### config.mk
export PLATFORM = sky130hd
export DESIGN_NAME = reg_file
export DESIGN_NICKNAME = d
export VERILOG_FILES = /design/src/rtl/reg_file.sv
export SDC_FILE = /design/constraint.sdc
export NUM_CORES = 2
export LEC_CHECK = 0
export CORE_ASPECT_RATIO = 0.9
export CORE_MARGIN = 10
export CORE_UTILIZATION = 45
export CTS_CLUSTER_SIZE = 40
export DETAILED_ROUTE_END_ITERATION = 16
export GPL_TIMING_DRIVEN = 0
export HOLD_SLACK_MARGIN = 0.08
export SETUP_SLACK_MARGIN = 0.3
export SKIP_CTS_REPAIR_TIMING = 1
export SYNTH_ARGS = -nofsm -noshare
export SYNTH_HDL_FRONTEND = slang
export SYNTH_SLANG_ARGS = --single-unit
### constraint.sdc
create_clock -name clk_in -period 4.8 [get_ports clk_in]
set_input_delay 0.96 -clock clk_in [delete_from_list [all_inputs] [get_ports clk_in]]
set_output_delay 0.96 -clock clk_in [all_outputs]
set_load 0.1 [all_outputs]
### src/rtl/reg_file.sv
// ============================================================================
//  Module   : reg_file
//  Purpose  : Architectural register file with rename tags for a Tomasulo/ROB
//             core. Reads are combinational; rename, commit and flush apply on
//             the rising clock edge. Optional macro COMMIT_BYPASS_EN forwards
//             a matching commit to the read ports in the same cycle.
//  Revision : 1.0  initial release
// ============================================================================
`default_nettype none

module reg_file #(
    parameter int REG_WIDTH  = 5,
    parameter int DATA_WIDTH = 32,
    parameter int ROB_WIDTH  = 4
) (
    input  logic                  clk_in,
    input  logic                  rst_in,
    input  logic                  rdy_in,

    input  logic [REG_WIDTH-1:0]  rs1_dp_in,
    input  logic [REG_WIDTH-1:0]  rs2_dp_in,
    output logic                  rs1_busy_dp_out,
    output logic                  rs2_busy_dp_out,
    output logic [ROB_WIDTH-1:0]  rs1_rob_dp_out,
    output logic [ROB_WIDTH-1:0]  rs2_rob_dp_out,
    output logic [DATA_WIDTH-1:0] rs1_val_dp_out,
    output logic [DATA_WIDTH-1:0] rs2_val_dp_out,

    input  logic                  rdy_dp_in,
    input  logic [REG_WIDTH-1:0]  rd_dp_in,
    input  logic [ROB_WIDTH-1:0]  rob_id_dp_in,

    input  logic                  rdy_commit_rob_in,
    input  logic [REG_WIDTH-1:0]  dest_rob_in,
    input  logic [DATA_WIDTH-1:0] value_rob_in,
    input  logic [ROB_WIDTH-1:0]  rob_id_rob_in,

    input  logic                  refresh_cdb_in
);

    localparam int NUM_REGS = 1 << REG_WIDTH;
    localparam int ENTRY_W  = 1 + ROB_WIDTH + DATA_WIDTH;

    logic [NUM_REGS-1:0]                 busy;
    logic [NUM_REGS-1:0][ROB_WIDTH-1:0]  tag;
    logic [NUM_REGS-1:0][DATA_WIDTH-1:0] value;

    logic commit_fire;
    logic commit_match;
    logic rename_fire;

    always_comb begin
        commit_fire  = rdy_in && rdy_commit_rob_in && (dest_rob_in != '0);
        commit_match = busy[dest_rob_in] && (tag[dest_rob_in] == rob_id_rob_in);
        rename_fire  = rdy_in && rdy_dp_in && !refresh_cdb_in && (rd_dp_in != '0);
    end

    // Returns {busy, tag, value} as seen by the dispatcher for one source.
    function automatic logic [ENTRY_W-1:0] lookup(input logic [REG_WIDTH-1:0] idx);
        logic [ENTRY_W-1:0] res;
        if (idx == '0) begin
            res = '0;
        end else begin
            res = {busy[idx], tag[idx], value[idx]};
`ifdef COMMIT_BYPASS_EN
            if (commit_fire && commit_match && (dest_rob_in == idx))
                res = {1'b0, {ROB_WIDTH{1'b0}}, value_rob_in};
`endif
        end
        return res;
    endfunction

    always_comb begin
        {rs1_busy_dp_out, rs1_rob_dp_out, rs1_val_dp_out} = lookup(rs1_dp_in);
        {rs2_busy_dp_out, rs2_rob_dp_out, rs2_val_dp_out} = lookup(rs2_dp_in);
    end

    // Ordering matters: commit clears first, flush overrides it, and a rename
    // (only possible without flush) overrides a same-register commit clear.
    always_ff @(posedge clk_in or negedge rst_in) begin
        if (!rst_in) begin
            busy  <= '0;
            tag   <= '0;
            value <= '0;
        end else if (rdy_in) begin
            if (commit_fire) begin
                value[dest_rob_in] <= value_rob_in;
                if (commit_match) begin
                    busy[dest_rob_in] <= 1'b0;
                    tag[dest_rob_in]  <= '0;
                end
            end
            if (refresh_cdb_in) begin
                busy <= '0;
                tag  <= '0;
            end else if (rename_fire) begin
                busy[rd_dp_in] <= 1'b1;
                tag[rd_dp_in]  <= rob_id_dp_in;
            end
        end
    end

endmodule

`default_nettype wire

==> results.yml <==
status:
  status: "finished clean"
placed_design:
  pre_cts_ws_ns: -2.68
  io_buffers: 134
  hpwl_um: 180000
  place.gp.congestion: 0.996
  dp.cells: 6810
floorplan:
  fp.dieH_um: 382
  initial_core_util_pct: 45.5
  core_sq_um: 144000
  std_cell_rows: 132
  io-pin-count: 140
  die_area_sq_um: 162000
  dieWidth_um: 423
setup_path:
  reg2reg_to: "tag[109]$_DFFE_PN0P_"
  ff2ff_path_depth: 9
  cp.required_ns: 5.46
  r2r-start: "tag[0]$_DFFE_PN0P_"
  r2r_slack_ns: 0.86
  crit_type: "in -> reg"
  cp.arrival_ns: 5.38
  startpoint_type: "input port"
  critical_path.max_fanout: 10
  cp-end-kind: "register"
flow_run:
  cap_violations: 0
global_route:
  grt_pass1_wl_um: 357000
  overflow: 0
  grt_antenna_before_repair: 3
  grt_pass1_vias: 47500
  grt_max_degree: 168
  grtUsageTotal_pct: 30.8
cts:
  insertion_delay_ns: 0.80
  path_clk_slew_ns: 0.06
  htree_levels: 4
  cts_buffers: 137
  clock-root-buffer: "clkbuf_16"
  cts_buffer_depth: 3
  clock_sinks: 1184
  tritoncts: "yes"
yosys:
  syn_area_per_cell_sq_um: 13.9
  synth_mux_area_share_pct: 41.5
  synth_warnings: 0
  synth_flop_cell: "dfrtp_1"
  async_flop_share_pct: 100
  netlist-cell-type-count: 57
  syn_area_sq_um: 65600
  synth.most_common_cell: "dfrtp_1"
  synth-seq-area-share_pct: 45.2
  postSynthCellCount: 4723
  synth_top_family_by_area: "multiplexers"
  ys_ff_latch: 1184
  yosysTopAreaCellShare_pct: 45.2
  synth_xor_area_share_pct: 0.0629
  synth_fp_nets: 4789
  synth_top_cell_by_area: "dfrtp_1"
  synth-simple-area-share_pct: 6.21
  yosys-top-cells-area: "dfrtp_1, mux4_2, mux2_2, nand2_1, clkbuf_1"
  yosys-top-cells-count: "dfrtp_1, mux2_2, mux4_2"
  synthAdderAreaFrac_pct: 0
  synth-compound-area-share_pct: 4.11
  synth-edff-count: 0
timing:
  finalHoldViolCount: 0
  max_slew.worst_pin.slew_ns: 1.47
  period_minus_slack_ns: 4.73
  relSlewSlack_pct: 1.75
  timing.setup.tns_ns: 0
  rsz0062_at_grt: "yes"
  fin_skew_ns: 0.0219
  fin_ws_ns: 0.0736
  slew_violations: 0
  final.period_utilization_pct: 98.5
  setup_violations: 0
  max_freq_mhz: 212
power:
  cellLeakagePower_nw: 33.3
  pwr-share-seq_pct: 42.0
  power_frac_comb_pct: 21.7
  power_frac_clock_pct: 36.3
  power_density_nw_per_um2: 395
  p_sw_share_pct: 30.6
  power.ir.vdd_worst_uv: 390
  switchingPower_mw: 9.10
  internal_power_mw: 20.6
detailed_routing:
  via_count: 47200
  routedWlPerCell_um: 35.6
  post-route-drc-count: 0
  drt_iter0_drc: 6059
  vias_per_cell: 6.68
  dr.pass1.iters: 6
  wl_um: 252000
  ant_nets: 0
cells_and_area:
  layout.nets: 5081
  areaGrowthSynthToFinish_pct: 14.5
  fin_util_pct: 52.1
  layout-drive-gt1-share_pct: 43.8
  fin_cells: 7065
  fill_cells: 12300
worst_hold_path:
  min_path_type: "in -> async"
critical path, stage by stage:
cell             delay, ns
clkdlybuf4s50_1       0.65
buf_6                 0.29
buf_2                 0.26
clkbuf_2              0.31
nand2b_1              0.21
clkbuf_1              0.29
nor2_1                1.02
buf_1                 0.92
mux2_2                0.44
worst max path at each step:
| stage | start | endpoint | slack, ns |
|---|---|---|---|
| 2_1_floorplan | rs2_dp_in[0] | rs2_rob_dp_out[0] | 0.35 |
| 3_3_place_gp | rst_in | value[516]$_DFFE_PN0P_ | -53.10 |
| 3_5_place_dp | rs2_dp_in[0] | rs2_rob_dp_out[2] | -2.68 |
| 4_1_cts | rs2_dp_in[0] | rs2_val_dp_out[6] | -2.69 |
| 5_1_grt | dest_rob_in[1] | value[571]$_DFFE_PN0P_ | 0.20 |
| 6_report | dest_rob_in[1] | value[571]$_DFFE_PN0P_ | 0.07 |
logic make-up after synthesis:
kind of cell | after synthesis
mux | 1671
flops | 1184
simple gates | 989
buf+inv | 502
compound gates | 374
xor+xnor | 3
state kept, by name, summed over array words and instances (netlist names):
register  count
value      1024
tag         128
busy         32
layer usage:
layer	global-route usage, %	wire (um)	part of all wire, %	vias to the layer above
met1	40.7	98300	39	25300
li1	-	-	-	18600
met5	0	27	0.011	-
met3	10.7	29300	12	597
met4	14.8	12400	4.9	4
met2	45.4	112000	44	2752
through the flow:
step / hold WS [ns] / power, mW / instance area (sq um)
final: 0.211 / 29.7 / 75200
after global routing: 0.275 / 30.6 / 75100
after CTS: 0.226 / 29.7 / 74400
after detailed placement: 0.465 / 18.9 / 69900
after global placement: 0.453 / 18.8 / 69600
after floorplan: 0.441 / 16.7 / 65800
cell type report:
type                    instances  area, sq um  area share (%)
well taps                    1943         2430            3.23
plain buffers                 500         2810            3.74
diodes                          5         12.5          0.0166
inverters                       2         7.51         0.00999
multi-input cells            3037        34300            45.7
flip-flops and latches       1184        29600            39.4
clock buffers                 200         4030            5.36
repair buffers                153         1400            1.86
clock inverters                41          498           0.663
power by group through the flow:
stage / Clock (mW) / Combinational [mW] / Sequential [mW]
3_5_place_dp: 0 / 6.39 / 12.6
6_report: 10.8 / 6.45 / 12.5
5_1_grt: 11.3 / 6.75 / 12.6
4_1_cts: 10.9 / 6.41 / 12.4
3_3_place_gp: 0 / 6.27 / 12.6
2_1_floorplan: 0 / 4.59 / 12.1
layout by cell type, fill, tap and decap left out, types with 9 or more instances in the layout:
cell type,instances
nor2_1,61
buf_4,39
buf_2,77
clkinv_2,20
buf_1,9
mux2_2,812
nand3_1,18
mux2i_1,91
a22o_1,40
o21ai_0,79
o311a_1,11
a211o_1,15
clkbuf_16,141
mux4_2,756
clkbuf_1,313
buf_6,52
dfrtp_1,1184
clkdlybuf4s50_1,59
nor3b_1,30
a31o_2,40
clkbuf_2,52
clkbuf_4,53
clkbuf_8,28
buf_16,9
a22oi_1,84
nor2b_1,17
a21oi_1,28
bufinv_16,9
o211ai_1,26
buf_8,14
nand2_1,718
nor2_2,82
No activity file was read; power rests on OpenSTA's default activity.
